$ cat config.mk
export PLATFORM = sky130hd
export DESIGN_NAME = apb_bus1_master
export DESIGN_NICKNAME = d
export VERILOG_FILES = /design/src/rtl/apb_bus1_master_pkg.sv /design/src/rtl/apb_bus1_decoder.sv /design/src/rtl/apb_bus1_master.sv
export SDC_FILE = /design/constraint.sdc
export NUM_CORES = 1
export LEC_CHECK = 0
export BUFFER_PORTS_ARGS = -buffer_cell sky130_fd_sc_hd__buf_2
export CELL_PAD_IN_SITES_DETAIL_PLACEMENT = 1
export CELL_PAD_IN_SITES_GLOBAL_PLACEMENT = 1
export CORE_AREA = 2 2 406 408
export DETAILED_ROUTE_END_ITERATION = 16
export DIE_AREA = 0 0 408 410
export PLACE_DENSITY_LB_ADDON = 0.1
export SETUP_SLACK_MARGIN = 0.4
export SLEW_MARGIN = 25
export SYNTH_ARGS = -nofsm -noshare
export SYNTH_HDL_FRONTEND = slang
export SYNTH_SLANG_ARGS = --single-unit
export TNS_END_PERCENT = 5
$ cat constraint.sdc
create_clock -name i_clk -period 3.8 [get_ports i_clk]
set_clock_uncertainty 0.15 [all_clocks]
set_input_delay 0.38 -clock i_clk [delete_from_list [all_inputs] [get_ports i_clk]]
set_output_delay 0.38 -clock i_clk [all_outputs]
set_load 0.1 [all_outputs]
$ cat src/rtl/apb_bus1_master_pkg.sv
// Shared definitions for the Bus[1] APB master.
// - Slave indices and address map of the peripheral Bus[1].
// - APB request/response structs and the per-slave vectors.
// - FSM state encoding, beat-plan constants, timeout counter sizing.
package apb_bus1_master_pkg;

  localparam int CFG_BUS1_PSLV_TOTAL      = 8;
  localparam int CFG_BUS1_PSLV_LOG2_TOTAL = 3;

  localparam int CFG_BUS1_PSLV_UART1 = 0;
  localparam int CFG_BUS1_PSLV_PRCI  = 1;
  localparam int CFG_BUS1_PSLV_DMI   = 2;
  localparam int CFG_BUS1_PSLV_I2C0  = 3;
  localparam int CFG_BUS1_PSLV_GPIO  = 4;
  localparam int CFG_BUS1_PSLV_DDR   = 5;
  localparam int CFG_BUS1_PSLV_PCIE  = 6;
  localparam int CFG_BUS1_PSLV_PNP   = 7;

  // Master -> slave
  typedef struct packed {
    logic [31:0] paddr;
    logic [2:0]  pprot;
    logic        pselx;
    logic        penable;
    logic        pwrite;
    logic [31:0] pwdata;
    logic [3:0]  pstrb;
  } apb_in_type;

  // Slave -> master
  typedef struct packed {
    logic [31:0] prdata;
    logic        pready;
    logic        pslverr;
  } apb_out_type;

  typedef apb_in_type  [CFG_BUS1_PSLV_TOTAL-1:0] bus1_apb_in_vector;
  typedef apb_out_type [CFG_BUS1_PSLV_TOTAL-1:0] bus1_apb_out_vector;

  typedef struct packed {
    logic [63:0] addr_start;
    logic [63:0] addr_end;   // exclusive
  } mapinfo_type;

  typedef mapinfo_type [CFG_BUS1_PSLV_TOTAL-1:0] bus1_mapinfo_vector;

  // Concatenation lists the highest slave index first.
  localparam bus1_mapinfo_vector CFG_BUS1_MAP = {
    mapinfo_type'({64'h0000_0000_000F_F000, 64'h0000_0000_0010_0000}),  // PNP
    mapinfo_type'({64'h0000_0000_000C_1000, 64'h0000_0000_000C_2000}),  // PCIE
    mapinfo_type'({64'h0000_0000_000C_0000, 64'h0000_0000_000C_1000}),  // DDR
    mapinfo_type'({64'h0000_0000_0006_0000, 64'h0000_0000_0006_1000}),  // GPIO
    mapinfo_type'({64'h0000_0000_0005_2000, 64'h0000_0000_0005_3000}),  // I2C0
    mapinfo_type'({64'h0000_0000_0001_E000, 64'h0000_0000_0001_F000}),  // DMI
    mapinfo_type'({64'h0000_0000_0001_2000, 64'h0000_0000_0001_3000}),  // PRCI
    mapinfo_type'({64'h0000_0000_0001_0000, 64'h0000_0000_0001_1000})   // UART1
  };

  typedef enum logic [1:0] {
    ST_IDLE   = 2'd0,
    ST_SETUP  = 2'd1,
    ST_ACCESS = 2'd2,
    ST_RESP   = 2'd3
  } state_e;

  // Beat plan
  localparam logic [1:0] REQ_SIZE_4B = 2'd2;  // any other code is an 8-byte access
  localparam logic       HALF_LO     = 1'b0;
  localparam logic       HALF_HI     = 1'b1;

  localparam int CFG_TIMEOUT_CYCLES = 1023;
  localparam int TIMEOUT_CNT_W      = $clog2(CFG_TIMEOUT_CYCLES + 1);

endpackage

$ cat src/rtl/apb_bus1_decoder.sv
// Combinational Bus[1] address decoder.
// - i_addr : Bus[1]-relative byte address (zero-extended to 64 bits for compare)
// - o_hit  : address falls inside one of the map windows
// - o_idx  : lowest matching slave index (valid when o_hit)
module apb_bus1_decoder
  import apb_bus1_master_pkg::*;
(
  input  logic [47:0]                         i_addr,
  output logic                                o_hit,
  output logic [CFG_BUS1_PSLV_LOG2_TOTAL-1:0] o_idx
);

  logic [63:0] addr64;
  assign addr64 = {16'h0000, i_addr};

  // Walk downward so the lowest matching index is the one left standing.
  always_comb begin
    o_hit = 1'b0;
    o_idx = '0;
    for (int i = CFG_BUS1_PSLV_TOTAL - 1; i >= 0; i--) begin
      if (addr64 >= CFG_BUS1_MAP[i].addr_start && addr64 < CFG_BUS1_MAP[i].addr_end) begin
        o_hit = 1'b1;
        o_idx = CFG_BUS1_PSLV_LOG2_TOTAL'(i);
      end
    end
  end

endmodule

$ cat src/rtl/apb_bus1_master.sv
// Single-initiator APB master for peripheral Bus[1].
// Takes a 64-bit request, decodes it, runs one or two 32-bit APB beats on the
// selected slave and returns read data / error.
// - i_clk, i_nrst        : clock, async active-low reset
// - i_req_* / o_req_ready: request channel (accepted only in IDLE)
// - o_resp_* / i_resp_ready: response channel, held until consumed
// - o_apbo / i_apbi      : per-slave APB request / response vectors
module apb_bus1_master
  import apb_bus1_master_pkg::*;
#(
  parameter int timeout_cycles = CFG_TIMEOUT_CYCLES
) (
  input  logic               i_clk,
  input  logic               i_nrst,
  input  logic               i_req_valid,
  output logic               o_req_ready,
  input  logic [47:0]        i_req_addr,
  input  logic [1:0]         i_req_size,
  input  logic               i_req_write,
  input  logic [63:0]        i_req_wdata,
  input  logic [7:0]         i_req_wstrb,
  output logic               o_resp_valid,
  input  logic               i_resp_ready,
  output logic [63:0]        o_resp_rdata,
  output logic               o_resp_err,
  output bus1_apb_in_vector  o_apbo,
  input  bus1_apb_out_vector i_apbi
);

  localparam int CNT_W = $clog2(timeout_cycles + 1);
  localparam int IDX_W = CFG_BUS1_PSLV_LOG2_TOTAL;

  state_e             state_q;
  logic               req_ready_q;
  logic               resp_valid_q;
  logic [63:0]        rdata_q;
  logic               err_q;
  logic [CNT_W-1:0]   cnt_q;
  logic [IDX_W-1:0]   idx_q;
  logic               half_q;
  logic               second_q;    // high beat still to run
  logic               write_q;
  logic [31:0]        wdata_hi_q;
  logic [3:0]         wstrb_hi_q;
  // Shared APB request registers; pselx/penable are steered per slave below.
  logic [31:0]        paddr_q;
  logic               pwrite_q;
  logic [31:0]        pwdata_q;
  logic [3:0]         pstrb_q;
  logic               psel_q;
  logic               penable_q;

  logic               dec_hit;
  logic [IDX_W-1:0]   dec_idx;

  apb_bus1_decoder u_dec (
    .i_addr (i_req_addr),
    .o_hit  (dec_hit),
    .o_idx  (dec_idx)
  );

  // Beat plan of the incoming request. Writes of 8 bytes skip any half whose
  // strobes are all zero; reads always run both halves.
  logic first_en, first_half, second_en, lo_en, hi_en;
  always_comb begin
    lo_en = !i_req_write || (|i_req_wstrb[3:0]);
    hi_en = !i_req_write || (|i_req_wstrb[7:4]);
    if (i_req_size == REQ_SIZE_4B) begin
      first_en   = 1'b1;
      first_half = i_req_addr[2];
      second_en  = 1'b0;
    end else begin
      first_en   = lo_en || hi_en;
      first_half = lo_en ? HALF_LO : HALF_HI;
      second_en  = lo_en && hi_en;
    end
  end

  // Only the selected slave's response is looked at.
  apb_out_type sel_rsp;
  assign sel_rsp = i_apbi[idx_q];

  always_ff @(posedge i_clk or negedge i_nrst) begin
    if (!i_nrst) begin
      state_q      <= ST_IDLE;
      req_ready_q  <= 1'b1;
      resp_valid_q <= 1'b0;
      rdata_q      <= '0;
      err_q        <= 1'b0;
      cnt_q        <= '0;
      idx_q        <= '0;
      half_q       <= 1'b0;
      second_q     <= 1'b0;
      write_q      <= 1'b0;
      wdata_hi_q   <= '0;
      wstrb_hi_q   <= '0;
      paddr_q      <= '0;
      pwrite_q     <= 1'b0;
      pwdata_q     <= '0;
      pstrb_q      <= '0;
      psel_q       <= 1'b0;
      penable_q    <= 1'b0;
    end else begin
      case (state_q)
        ST_IDLE: begin
          if (i_req_valid && req_ready_q) begin
            req_ready_q <= 1'b0;
            write_q     <= i_req_write;
            wdata_hi_q  <= i_req_wdata[63:32];
            wstrb_hi_q  <= i_req_wstrb[7:4];
            rdata_q     <= '0;
            err_q       <= 1'b0;
            cnt_q       <= '0;
            if (!dec_hit) begin
              rdata_q      <= '1;
              err_q        <= 1'b1;
              resp_valid_q <= 1'b1;
              state_q      <= ST_RESP;
            end else if (!first_en) begin
              // 8-byte write with no strobes: nothing to send
              resp_valid_q <= 1'b1;
              state_q      <= ST_RESP;
            end else begin
              idx_q     <= dec_idx;
              half_q    <= first_half;
              second_q  <= second_en;
              paddr_q   <= {i_req_addr[31:3], first_half, 2'b00};
              pwrite_q  <= i_req_write;
              pwdata_q  <= first_half ? i_req_wdata[63:32] : i_req_wdata[31:0];
              pstrb_q   <= !i_req_write ? 4'h0 :
                           (first_half ? i_req_wstrb[7:4] : i_req_wstrb[3:0]);
              psel_q    <= 1'b1;
              penable_q <= 1'b0;
              state_q   <= ST_SETUP;
            end
          end
        end

        ST_SETUP: begin
          penable_q <= 1'b1;
          state_q   <= ST_ACCESS;
        end

        ST_ACCESS: begin
          if (sel_rsp.pready) begin
            if (!write_q) begin
              if (half_q) rdata_q[63:32] <= sel_rsp.prdata;
              else        rdata_q[31:0]  <= sel_rsp.prdata;
            end
            err_q     <= err_q | sel_rsp.pslverr;
            cnt_q     <= '0;
            penable_q <= 1'b0;
            if (second_q) begin
              // Back-to-back high beat: psel stays up, new SETUP phase.
              second_q   <= 1'b0;
              half_q     <= HALF_HI;
              paddr_q[2] <= HALF_HI;
              pwdata_q   <= wdata_hi_q;
              pstrb_q    <= write_q ? wstrb_hi_q : 4'h0;
              state_q    <= ST_SETUP;
            end else begin
              psel_q       <= 1'b0;
              resp_valid_q <= 1'b1;
              state_q      <= ST_RESP;
            end
          end else if (cnt_q == CNT_W'(timeout_cycles)) begin
            // Abort: any remaining beat is dropped.
            psel_q       <= 1'b0;
            penable_q    <= 1'b0;
            second_q     <= 1'b0;
            err_q        <= 1'b1;
            cnt_q        <= '0;
            resp_valid_q <= 1'b1;
            state_q      <= ST_RESP;
          end else begin
            cnt_q <= cnt_q + 1'b1;
          end
        end

        ST_RESP: begin
          if (i_resp_ready) begin
            resp_valid_q <= 1'b0;
            req_ready_q  <= 1'b1;
            state_q      <= ST_IDLE;
          end
        end

        default: state_q <= ST_IDLE;
      endcase
    end
  end

  assign o_req_ready  = req_ready_q;
  assign o_resp_valid = resp_valid_q;
  assign o_resp_rdata = rdata_q;
  assign o_resp_err   = err_q;

  for (genvar g = 0; g < CFG_BUS1_PSLV_TOTAL; g++) begin : g_apbo
    logic hit;
    assign hit = (idx_q == IDX_W'(g));
    assign o_apbo[g] = '{paddr:   paddr_q,
                         pprot:   3'b000,
                         pselx:   psel_q && hit,
                         penable: penable_q && hit,
                         pwrite:  pwrite_q,
                         pwdata:  pwdata_q,
                         pstrb:   pstrb_q};
  end

endmodule

Word level (Yosys, flattened, before mapping) --
Cells that the tools add are included.
Word-level totals: bits in registers 190, bits in read-only memories 0, bits of input ports 399, memories kept 0, bits in latches 0, RAM bits 0, word-level logic and storage cells 212
Operators by class: add/sub/neg operators 1, reduce and logical (&&, ||, !) cells 51, multiplexer cells 98, multipliers 0, eq/ne operators 24, bitwise operators 1, divide/modulo/power cells 0, order comparisons 17, shift-type cells 0
Operators with widths (count):
- $mux 32 | 8
- $mux 64 | 4
- $ge 48x17->1 const B | 3
- $ge 48x20->1 const B | 3
- $lt 48x17->1 const B | 3
- $pmux 64 s2 | 1
- $bmux 34 s3 | 1
- $ge 48x19->1 const B | 2
- $lt 48x19->1 const B | 2
- $lt 48x20->1 const B | 2
- $pmux 32 s2 | 1
- $lt 48x21->1 const B | 1
- $mux 1 | 42
- $mux 34 | 1
- $mux 3 | 11
- $mux 4 | 8
- $mux 10 | 3
- $logic_and 1x1->1 | 26
- $pmux 10 s2 | 1
- $reduce_and 5->1 | 4
- $ne 2x2->1 const B | 9
- $reduce_and 6->1 | 3
- $mux 2 | 7
- $eq 3x3->1 const B | 4
- other kinds (23) | 42

Logic depth before layout (Yosys ltp) --
Gate-level depths: netlist of the first run.
depth in word-level cells 13, mapped depth 8

By module --
A second synthesis of the first run with hierarchy kept.
Unflattened totals: cell total of the unflattened synthesis 1337, area, all modules 14521.4 um2
Modules (own cells, without submodules):
- apb_bus1_master | area an instance 14286.2 um2, cells each 1302, times used 1, seq. area each 4730.8 um2
- apb_bus1_decoder | area an instance 235.2 um2, cells each 35, times used 1, seq. area each 0.0 um2

Worst setup path before layout of the first run --
No wires, ideal clock.
path type reg2out, from register idx_q[1], to output port o_apbo[185] (netlist name), path buffers 2, data arrival time 3073 ps, slack 197 ps, data required time 3270 ps, cell stages (with the launch flop) 5, path through dfrtp_1 -> clkbuf_1 -> clkbuf_1 -> nand2_1 -> nor3_1
RTL lines:
- start, declared | RTL line apb_bus1_master.sv:39 | logic [IDX_W-1:0] idx_q;
- start signal, assigned | RTL line apb_bus1_master.sv:124 | idx_q <= dec_idx;
- end, declared | RTL line apb_bus1_master.sv:26 | output bus1_apb_in_vector o_apbo,

Worst setup path in the final report of the first run --
from register idx_q[0], to register rdata_q[16], in the netlist o_resp_rdata[16]
On the way: word-level cells in the longest chain between the ends 6, elaborated cells between the ends (all ways) 8, classes of those cells eq/ne (1); mux (6); reduce/logical (1)
RTL lines:
- $bmux 34 s3 (*) | RTL line apb_bus1_master.sv:81 | assign sel_rsp = i_apbi[idx_q];
- $mux 34 (implied by the code) (*) | RTL line apb_bus1_master.sv:81
- $mux 32 | RTL line apb_bus1_master.sv:147 | if (half_q) rdata_q[63:32] <= sel_rsp.prdata;
- $mux 64 | RTL line apb_bus1_master.sv:146 | if (!write_q) begin
- $mux 64 | RTL line apb_bus1_master.sv:145 | if (sel_rsp.pready) begin
- $pmux 64 s2 | RTL line apb_bus1_master.sv:104 | case (state_q)
- end signal, assigned | RTL line apb_bus1_master.sv:148 | else rdata_q[31:0] <= sel_rsp.prdata;
- end, declared | RTL line apb_bus1_master.sv:36 | logic [63:0] rdata_q;
Mark *: on every way between the ends. The rest lies on a longest branch, timed or not. The select of a mux whose other input is x is not followed. A chain may end at the register's enable or synchronous reset.

==> results of run 1 <==
## how the worst max path moves through the flow
stage,startpoint,endpoint,slack (ns),depth (start not counted)
after detailed placement,i_req_addr[34],pwdata_q[22],0.21,10
after floorplan,idx_q[1],o_apbo[186],0.20,4
after global routing,idx_q[0],o_resp_rdata[14],0.44,8
after CTS,idx_q[0],o_resp_rdata[57],0.42,8
final,idx_q[0],o_resp_rdata[16],0.65,8
after global placement,i_req_addr[44],pwdata_q[17],-0.36,10
## registers in the layout (all words and copies together) (netlist names), 2 cells and up
signal and flops:
cnt_q 10, idx_q 3, o_resp_rdata 64, paddr_q 29, pstrb_q 4, pwdata_q 32, state_q 2, wdata_hi_q 32
wstrb_hi_q 4
## synthesized netlist by cell type, types with 2 or more instances
| cell type | n | area share [%] |
|---|---|---|
| sky130_fd_sc_hd__o21ai_0 | 51 | 1.8 |
| sky130_fd_sc_hd__clkbuf_1 | 36 | 0.93 |
| sky130_fd_sc_hd__nand2_1 | 236 | 6.1 |
| sky130_fd_sc_hd__nor2_1 | 31 | 0.80 |
| sky130_fd_sc_hd__mux2i_1 | 36 | 2.5 |
| sky130_fd_sc_hd__xor2_1 | 2 | 0.12 |
| sky130_fd_sc_hd__a22o_1 | 2 | 0.12 |
| sky130_fd_sc_hd__o211ai_1 | 2 | 0.10 |
| sky130_fd_sc_hd__a32oi_1 | 3 | 0.18 |
| sky130_fd_sc_hd__a21o_1 | 3 | 0.15 |
| sky130_fd_sc_hd__dfrtp_1 | 188 | 32 |
| sky130_fd_sc_hd__buf_1 | 4 | 0.10 |
| sky130_fd_sc_hd__a31oi_1 | 32 | 1.4 |
| sky130_fd_sc_hd__nor2b_1 | 12 | 0.52 |
| sky130_fd_sc_hd__buf_12 | 3 | 0.41 |
| sky130_fd_sc_hd__nor3_1 | 13 | 0.45 |
| sky130_fd_sc_hd__and4_1 | 2 | 0.12 |
| sky130_fd_sc_hd__nand3_1 | 12 | 0.41 |
| sky130_fd_sc_hd__and3_1 | 4 | 0.17 |
| sky130_fd_sc_hd__nor4_1 | 9 | 0.39 |
| sky130_fd_sc_hd__buf_4 | 511 | 26 |
| sky130_fd_sc_hd__mux2_4 | 30 | 3.1 |
| sky130_fd_sc_hd__clkbuf_8 | 2 | 0.19 |
| sky130_fd_sc_hd__mux2_2 | 91 | 7.0 |
| sky130_fd_sc_hd__dlygate4sd1_1 | 2 | 0.12 |
| sky130_fd_sc_hd__a21oi_1 | 6 | 0.21 |
| sky130_fd_sc_hd__inv_1 | 5 | 0.13 |
| sky130_fd_sc_hd__nand4_1 | 2 | 0.086 |
| sky130_fd_sc_hd__mux4_2 | 68 | 11 |
| sky130_fd_sc_hd__o31ai_1 | 4 | 0.21 |
| sky130_fd_sc_hd__nand2b_1 | 4 | 0.17 |
| sky130_fd_sc_hd__buf_2 | 19 | 0.65 |
## worst min-delay path: stages
cell and delay, ns:
sky130_fd_sc_hd__buf_2 0.08, sky130_fd_sc_hd__mux2i_1 0.05, sky130_fd_sc_hd__o21ai_0 0.14, sky130_fd_sc_hd__mux2_4 0.14
## layout make-up
| class | instances | area, µm² | share of cell area (%) |
|---|---|---|---|
| well taps | 2189 | 2740 | 13.7 |
| flip-flops and latches | 189 | 4740 | 23.7 |
| inverters | 6 | 22.5 | 0.113 |
| clock inverters | 13 | 170 | 0.850 |
| repair buffers | 1109 | 6060 | 30.3 |
| diodes | 18 | 45.0 | 0.225 |
| clock buffers | 19 | 433 | 2.16 |
| multi-input cells | 720 | 5800 | 29.0 |
## stage by stage
stage	std cells	hold WS, ns
2_1_floorplan	1494	-0.0656
3_3_place_gp	4149	0.258
3_5_place_dp	4151	0.271
4_1_cts	4241	0.0226
5_1_grt	4253	0.0863
6_report	4263	0.115
## kinds of logic (layout without fill, tap and decap cells)
family          count (synthesis)  count (layout)  synth area share, %
buf+inv                       585            1147                 29.1
mux                           225             225                 23.2
flops                         189             189                 32.5
compound gates                113             113                 4.82
simple gates                  338             338                 10.1
other cells                     1              58               0.0258
xor+xnor                        3               3                0.181
fa+ha+maj                       1               1               0.0860
## timing repair
item	4_1_cts	5_1_grt
endpoints found under the hold margin	124	0
hold buffers	58	0
setup endpoints to repair	1	7
resized for setup	2	0
buffers inserted	0	4
pin swaps	0	1
## routing by layer
metal	up-vias	wire (µm)	track usage [%]	share of wire [%]
met2	557	42300	16.9	52
met5	-	345	0	0.42
li1	5589	-	-	-
met1	5995	31700	10.5	39
met4	56	1460	2.82	1.8
met3	115	6290	3.53	7.7
==> impl_summary.txt, run 1 <==
----------------------------------------------------
[STA]
  Worst Slack Setup Final ... 0.655 ns
  Endpoints failing hold ... 0
  Slew at the pin closest to its max-slew limit ... 0.916 ns
  Setup TNS ... 0 ns
  Max Freq ... 318 MHz
  Number of endpoints failing setup at the final stage ... 0
  Max_slew headroom ... 38.9%
  Final-report max-slew violation count ... 0
  Shortest period the worst path allows ... 3.15 ns
  Post-route clock period utilization ... 82.8%
  RSZ-0062 raised after global routing ... false

[Logic synthesis]
  Share of synthesized area occupied by flip-flops and latches ... 32.5%
  Average cell area after synthesis ... 9.99 µm²
  Number of synthesized register bits ... 189
  Area of the mapped netlist ... 0.0145 mm²
  Gate count of the mapped netlist ... 1,455
  Ys Warns ... 0
  Async S/R FF share, synth ... 100%
  Most instantiated flip-flop cell in the synthesis netlist ... sky130_fd_sc_hd__dfrtp_1
  Post-synth cell types ... 62
  EDFF count, synth ... 0

[GRT]
  Number of global-route vias before repair ... 12,809
  Total routing resource utilization after global routing ... 9.53%
  Number of antenna violations at the first check in global routing ... 69
  Largest net degree at the start of global routing ... 75
  Global-route wire length before repair ... 110,000 µm
  Overflow left after global routing ... 0

[Place]
  PortBufs ... 1,015
  Setup slack at placement ... 0.207 ns
  DP Wirelength ... 66,400 µm
  Placed Instance Area ... 0.0187 mm²
  Last weighted congestion value of the routability-driven placer ... 0.756

[Setup path]
  Req. time, crit path ... 4.08 ns
  CP peak stage delay ... 0.59 ns
  Count of buffer and inverter cells on the critical path ... 2
  Worst R2R Start ... idx_q[0]
  Cell class contributing the biggest share of worst-path delay ... multiplexers
  Setup crit end kind ... flip-flop
  Worst reg2reg path depth ... 8
  Critical path, cell by cell ... mux4_2 -> mux2i_1 -> buf_4 -> nor3_1 -> a21oi_1 -> nor2_4 -> buf_4 -> mux2_2
  Destination of the worst register-to-register timing path ... o_resp_rdata[16]
  Slowest library cell on the worst path ... sky130_fd_sc_hd__nor2_4
  Arrival time of the worst setup path ... 3.43 ns
  Class of the most critical setup path ... flip-flop to flip-flop
  Crit-path max FO ... 17
  Critical Path Source Type ... flip-flop
  Most used cell along the critical path ... sky130_fd_sc_hd__buf_4
  Reg-to-reg setup timing slack ... 0.65 ns

[Floorplan]
  Initial Util ... 8.89%
  Count of standard-cell rows ... 149
  Height of the chip ... 410 µm
  Std-Cell Core Area ... 0.163 mm²
  Number of top-level design ports ... 1,058
  Area of the die ... 0.167 mm²
  Die width ... 408 µm

[Min path]
  Worst-case hold path end point ... pwdata_q[12]
  Hold Startpoint ... i_req_wdata[12]
  Min-delay worst type ... primary input to flip-flop
  Cells on Worst Hold Path ... 4

[Cells and area]
  Final net count ... 2,443
  Share of post-route cells with drive strength above 1 ... 63.1%
  Final design area excluding fillers ... 0.0200 mm²
  Final core area utilization ... 12.2%
  Synthesis-to-layout area growth ... 37.6%
  Leading cell type in the layout, fill and taps excluded ... sky130_fd_sc_hd__buf_2
  # fillers ... 19,503
  Most used cells in the layout excluding fill and tap cells ... 1,013 x sky130_fd_sc_hd__buf_2, 235 x sky130_fd_sc_hd__nand2_1, 185 x sky130_fd_sc_hd__dfrtp_1, 91 x sky130_fd_sc_hd__mux2_2, 68 x sky130_fd_sc_hd__mux4_2

[Clock tree]
  Root buffer cell ... sky130_fd_sc_hd__clkbuf_16
  Number of clock buffers inserted by TritonCTS ... 17
  Maximum clock path buffer count ... 2
  Clock transition time at the flip-flop clock pins of the worst setup and hold paths ... 0.10 ns
  Max H-tree Level ... 4
  Clock latency on the worst-skew pair ... 0.55 ns
  Count of clock tree sinks ... 189
  TritonCTS clock tree ... done

[Flow run]
  Max-capacitance violation count ... 0

[Drt]
  Via-per-instance ratio ... 2.89
  Drt total wl ... 82,000 µm
  DRT Pass-1 Iters ... 6
  Violation count after the first detailed-route iteration ... 333
  Number of nets still failing antenna checks after routing ... 0
  DRC viols ... 0
  Count of vias placed by the detailed router ... 12,312
  Detailed-route wire length per cell ... 19.2 µm

[Outcome]
  Run status ... finished clean

----------------------------------------------------
Power of run 1 is left out: the tool's default activity adds up to more than one toggle a clock period on the data nets, which glitch-free logic cannot reach.
==> run 2: changes to the inputs <==
- clock period: 3.8 -> 2.78 ns (I/O delays scaled with it)
==> run 2 against run 1 <==
Global-route usage fell by 0.093 points. Register-to-register slack got worse by 0.47 ns. Maximum frequency rose by 21%. Final area rose by 5.8%. First-iteration DRC count rose by 23%.
==> impl_summary.txt, run 2 (synthesis results as in run 1) <==
----------------------------------------------------
[Outcome]
  Run status ... finished clean

[Cells and area]
  Area of combinational cells with multiple inputs ... 0.00592 mm²
  Final net count ... 2,516
  Leading cell type in the layout, fill and taps excluded ... sky130_fd_sc_hd__buf_2
  Synthesis-to-layout area growth ... 45.6%
  Share of post-route cells with drive strength above 1 ... 64.4%
  # fillers ... 19,487
  Storage element area ... 0.00474 mm²
  Final design area excluding fillers ... 0.0212 mm²
  Most used cells in the layout excluding fill and tap cells ... 998 x sky130_fd_sc_hd__buf_2, 232 x sky130_fd_sc_hd__nand2_1, 185 x sky130_fd_sc_hd__dfrtp_1, 91 x sky130_fd_sc_hd__mux2_2, 83 x sky130_fd_sc_hd__dlygate4sd3_1
  Max reg flops ... 64

[Drt]
  Count of vias placed by the detailed router ... 12,559
  Drt total wl ... 81,300 µm
  Met3 layer wire length in the routed design ... 5800 µm
  Wire length on met1 ... 29,500 µm
  Top metal layer carrying routed signals ... met5
  Via-per-instance ratio ... 2.90
  Detailed-route wire length per cell ... 18.8 µm
  Detailed-routed wire length on met2 ... 44,000 µm
  DRC viols ... 0
  Number of nets still failing antenna checks after routing ... 0
  Violation count after the first detailed-route iteration ... 411
  DRT Pass-1 Iters ... 5

[Setup path]
  Crit-path max FO ... 5
  Class of the most critical setup path ... flip-flop to flip-flop
  Setup crit end kind ... flip-flop
  Arrival time of the worst setup path ... 2.88 ns
  Critical Path Source Type ... flip-flop
  Req. time, crit path ... 3.06 ns

[Clock tree]
  Root buffer cell ... sky130_fd_sc_hd__clkbuf_16
  Number of clock buffers inserted by TritonCTS ... 17
  Clock latency on the worst-skew pair ... 0.54 ns
  Maximum clock path buffer count ... 2
  Max H-tree Level ... 4
  TritonCTS clock tree ... done
  Clock transition time at the flip-flop clock pins of the worst setup and hold paths ... 0.09 ns
  Count of clock tree sinks ... 189

[STA]
  Worst Slack Setup Final ... 0.184 ns
  Final-report max-slew violation count ... 0
  Number of endpoints failing setup at the final stage ... 0
  Post-route clock period utilization ... 93.4%
  RSZ-0062 raised after global routing ... true
  Max Freq ... 385 MHz
  Hold slack ... 0.0654 ns
  Shortest period the worst path allows ... 2.60 ns
  Max_slew headroom ... 54.8%
  Slew at the pin closest to its max-slew limit ... 0.678 ns
  Endpoints failing hold ... 0

[GRT]
  Global-route wire length before repair ... 110,000 µm
  Largest net degree at the start of global routing ... 58
  Number of antenna violations at the first check in global routing ... 53
  Overflow left after global routing ... 0
  Number of global-route vias before repair ... 13,408
  Total routing resource utilization after global routing ... 9.44%

[Place]
  PortBufs ... 1,015
  Last weighted congestion value of the routability-driven placer ... 0.783
  DP Wirelength ... 65,300 µm
  Placed Instance Area ... 0.0193 mm²
  Setup slack at placement ... -0.233 ns

[Floorplan]
  Count of standard-cell rows ... 149
  Number of top-level design ports ... 1,058
  Die width ... 408 µm
  Initial Util ... 8.89%
  Std-Cell Core Area ... 0.163 mm²
  Height of the chip ... 410 µm
  Area of the die ... 0.167 mm²

[Flow run]
  Max-capacitance violation count ... 0

[Min path]
  Min-delay worst type ... primary input to flip-flop

----------------------------------------------------
==> run 2: cell types whose count changed in the layout (fill, tap and decap cells not counted), sizes merged, moves of 2 or more <==
cell | before | now
buf | 1051 | 1095
dlygate4sd3 | 58 | 83
diode | 18 | 10
bufbuf | 0 | 3
bufinv | 2 | 0
==> run 2: per-layer routing <==
layer	vias up	track usage (%)
li1	5734	-
met1	6084	9.56
met2	577	17.9
met3	114	3.53
met4	50	2.54
met5	-	0
==> run 2: final timing paths <==
check	cells after the start	to	from	slack [ns]
max reg2reg	9	o_resp_rdata[60]	idx_q[0]	0.18
min in group asynchronous	2	pwdata_q[19]	i_nrst	0.16
min	4	pwdata_q[8]	i_req_wdata[8]	0.07
max	9	o_resp_rdata[60]	idx_q[0]	0.18
min reg2reg	2	wdata_hi_q[17]	wdata_hi_q[17]	0.33
max in group asynchronous	3	o_resp_rdata[50]	i_nrst	1.54
==> run 2: layout make-up <==
type,count,share of cell area [%]
Antenna cell,10,0.118
Tap cell,2189,12.9
Timing Repair Buffer,1182,33.6
Inverter,6,0.106
Clock buffer,19,2.14
Sequential cell,189,22.4
Clock inverter,13,0.686
Multi-Input combinational cell,720,28.0
==> run 2: timing repair <==
action | CTS | global route
setup buffers | 6 | 2
hold buffers | 83 | 0
gates resized for setup | 49 | 4
pin swaps | 6 | 3
gates cloned | 4 | 2
hold endpoints to repair | 152 | 0
endpoints found under the setup margin | 146 | 158
==> run 2: critical path, cell delays in order (launching register included) <==
cell,delay [ns]
sky130_fd_sc_hd__dfrtp_4,0.47
sky130_fd_sc_hd__mux4_2,0.61
sky130_fd_sc_hd__mux2i_4,0.21
sky130_fd_sc_hd__buf_6,0.14
sky130_fd_sc_hd__nor3_4,0.04
sky130_fd_sc_hd__a21oi_2,0.20
sky130_fd_sc_hd__nor2_4,0.05
sky130_fd_sc_hd__buf_12,0.15
sky130_fd_sc_hd__clkbuf_16,0.17
sky130_fd_sc_hd__mux2_2,0.26
==> run 2: metrics by stage <==
step	std cells	util, %	TNS, ns
floorplan	1494	-	0
global placement	4189	11.8	-18.31
detailed placement	4189	11.8	-11.44
CTS	4314	12.9	0
global route	4321	12.9	0
finish	4328	12.9	0
Power of run 2 is left out for the same reason.
==> run 3: changes to the inputs <==
- PLACE_DENSITY: not set -> 0.33
- PLACE_DENSITY_LB_ADDON: 0.1 -> not set
==> run 3 against run 2 <==
First-iteration DRC count shrank 0.49%. Non-clock buffer count grew 15. Global-route usage grew 0.22 points. Flip-flop and latch count is the same. Die area is the same. Final area grew 1.1%. Setup slack gained 0.020 ns. Maximum frequency grew 0.79%. Sequential share of layout area shrank 0.24 points. Register-to-register slack gained 0.02 ns.
==> impl_summary.txt, run 3 (synthesis results as in run 1) <==
----------------------------------------------------
[Outcome]
  Run status ... finished clean

[Clock tree]
  Maximum clock path buffer count ... 2
  Count of clock tree sinks ... 189
  Max H-tree Level ... 4
  Number of clock buffers inserted by TritonCTS ... 17
  TritonCTS clock tree ... done
  Root buffer cell ... sky130_fd_sc_hd__clkbuf_16
  Clock latency on the worst-skew pair ... 0.55 ns
  Clock transition time at the flip-flop clock pins of the worst setup and hold paths ... 0.10 ns

[Setup path]
  Setup crit end kind ... flip-flop
  Class of the most critical setup path ... flip-flop to flip-flop
  Crit-path max FO ... 6
  Critical Path Source Type ... flip-flop
  Reg-to-reg setup timing slack ... 0.20 ns
  Arrival time of the worst setup path ... 2.87 ns
  Req. time, crit path ... 3.07 ns
  Destination of the worst register-to-register timing path ... o_resp_rdata[18]
  Worst R2R Start ... idx_q[0]
  Worst reg2reg path depth ... 9

[Place]
  Placed Instance Area ... 0.0194 mm²
  Placed cell count ... 4,194
  Last weighted congestion value of the routability-driven placer ... 0.711
  DP Wirelength ... 69,000 µm
  PortBufs ... 1,015

[Drt]
  Drt total wl ... 84,200 µm
  Via-per-instance ratio ... 2.92
  Detailed-route wire length per cell ... 19.4 µm
  Count of vias placed by the detailed router ... 12,683
  Violation count after the first detailed-route iteration ... 409
  Number of nets still failing antenna checks after routing ... 0
  DRT Pass-1 Iters ... 4
  DRC viols ... 0

[Floorplan]
  Count of standard-cell rows ... 149
  Height of the chip ... 410 µm
  Std-Cell Core Area ... 0.163 mm²
  Number of top-level design ports ... 1,058
  Area of the die ... 0.167 mm²
  Initial Util ... 8.89%
  Die width ... 408 µm

[Cells and area]
  Most used cells in the layout excluding fill and tap cells ... 998 x sky130_fd_sc_hd__buf_2, 231 x sky130_fd_sc_hd__nand2_1, 185 x sky130_fd_sc_hd__dfrtp_1, 90 x sky130_fd_sc_hd__mux2_2, 84 x sky130_fd_sc_hd__dlygate4sd3_1
  Leading cell type in the layout, fill and taps excluded ... sky130_fd_sc_hd__buf_2
  # fillers ... 19,442
  Share of post-route cells with drive strength above 1 ... 64.5%
  Synthesis-to-layout area growth ... 47.2%
  Final core area utilization ... 13.1%
  Final net count ... 2,531
  Post-layout instance count excluding filler cells ... 4,344
  Final design area excluding fillers ... 0.0214 mm²
  Max reg flops ... 64

[Min path]
  Hold Startpoint ... i_req_wdata[18]
  Worst-case hold path end point ... pwdata_q[18]
  Cells on Worst Hold Path ... 4
  Min-delay worst type ... primary input to flip-flop

[STA]
  Endpoints failing hold ... 0
  Number of endpoints failing setup at the final stage ... 0
  Slew at the pin closest to its max-slew limit ... 0.680 ns
  Max_slew headroom ... 54.5%
  RSZ-0062 raised after global routing ... true
  Shortest period the worst path allows ... 2.58 ns
  Setup TNS ... 0 ns
  Final-report max-slew violation count ... 0
  Max Freq ... 388 MHz
  Post-route clock period utilization ... 92.7%

[GRT]
  Number of global-route vias before repair ... 12,850
  Global-route wire length before repair ... 111,000 µm
  Total routing resource utilization after global routing ... 9.66%
  Number of antenna violations at the first check in global routing ... 55
  Overflow left after global routing ... 0
  Largest net degree at the start of global routing ... 54

[Flow run]
  Max-capacitance violation count ... 0

----------------------------------------------------
[run 3: cell count changes in the layout (fill, tap and decap cells not counted), moves of 2 or more]
cell and change:
sky130_fd_sc_hd__clkbuf_8 -2, sky130_fd_sc_hd__bufbuf_16 -3, sky130_fd_sc_hd__clkbuf_16 +2, sky130_fd_sc_hd__inv_6 +2
sky130_fd_sc_hd__clkbuf_1 +2, sky130_fd_sc_hd__nor3_4 +3, sky130_fd_sc_hd__buf_12 +11, sky130_fd_sc_hd__nor3_2 -3
sky130_fd_sc_hd__buf_4 +3, sky130_fd_sc_hd__clkinv_4 -2
[run 3: worst max-delay path: stages, from the launching register on]
cell and delay [ns]:
sky130_fd_sc_hd__dfrtp_4 0.51, sky130_fd_sc_hd__mux4_2 0.54, sky130_fd_sc_hd__mux2i_1 0.16, sky130_fd_sc_hd__buf_4 0.19
sky130_fd_sc_hd__nor3_4 0.05, sky130_fd_sc_hd__a21oi_2 0.18, sky130_fd_sc_hd__nor2_4 0.08, sky130_fd_sc_hd__buf_6 0.14
sky130_fd_sc_hd__clkbuf_16 0.17, sky130_fd_sc_hd__mux2_2 0.27
[run 3: layout make-up]
| class | instances | area (µm²) | area share [%] |
|---|---|---|---|
| Multi-Input combinational cell | 720 | 5950 | 27.8 |
| Clock inverter | 13 | 164 | 0.766 |
| Inverter | 6 | 22.5 | 0.105 |
| Timing Repair Buffer | 1197 | 7320 | 34.2 |
| Antenna cell | 11 | 27.5 | 0.129 |
| Sequential cell | 189 | 4740 | 22.2 |
| Tap cell | 2189 | 2740 | 12.8 |
| Clock buffer | 19 | 433 | 2.02 |
[run 3: stage by stage]
step                worst slack, ns  hold slack [ns]
global placement             -0.139            0.122
floorplan                    0.0836           -0.168
CTS                           0.152         0.000795
detailed placement           -0.167            0.120
global route                  0.105           0.0596
finish                        0.204           0.0676
[run 3: worst max-delay path by stage]
stage | to | slack (ns) | cells past startpoint | start
after floorplan | o_apbo[186] | 0.08 | 4 | idx_q[1]
after global placement | pwdata_q[18] | -0.14 | 9 | i_req_addr[42]
after detailed placement | pwdata_q[20] | -0.17 | 9 | i_req_addr[42]
after CTS | o_resp_rdata[51] | 0.15 | 6 | idx_q[0]
after global routing | o_resp_rdata[39] | 0.10 | 9 | idx_q[0]
final | o_resp_rdata[18] | 0.20 | 9 | idx_q[0]
[run 3: routing by layer]
metal	wire length (µm)	up-vias	track usage [%]
li1	-	5761	-
met1	33200	6188	10.9
met2	43900	600	17.5
met3	5240	102	2.84
met4	1750	32	2.61
met5	207	-	0
[run 3: repair_timing]
item                                    CTS  global route
gates cloned                              2             3
endpoints found under the hold margin   265             0
pin swaps                                 7             2
hold buffers                             84             0
buffers inserted                         15             3
endpoints found under the setup margin  142           154
gates resized for setup                  51             7
Power of run 3 is left out for the same reason.
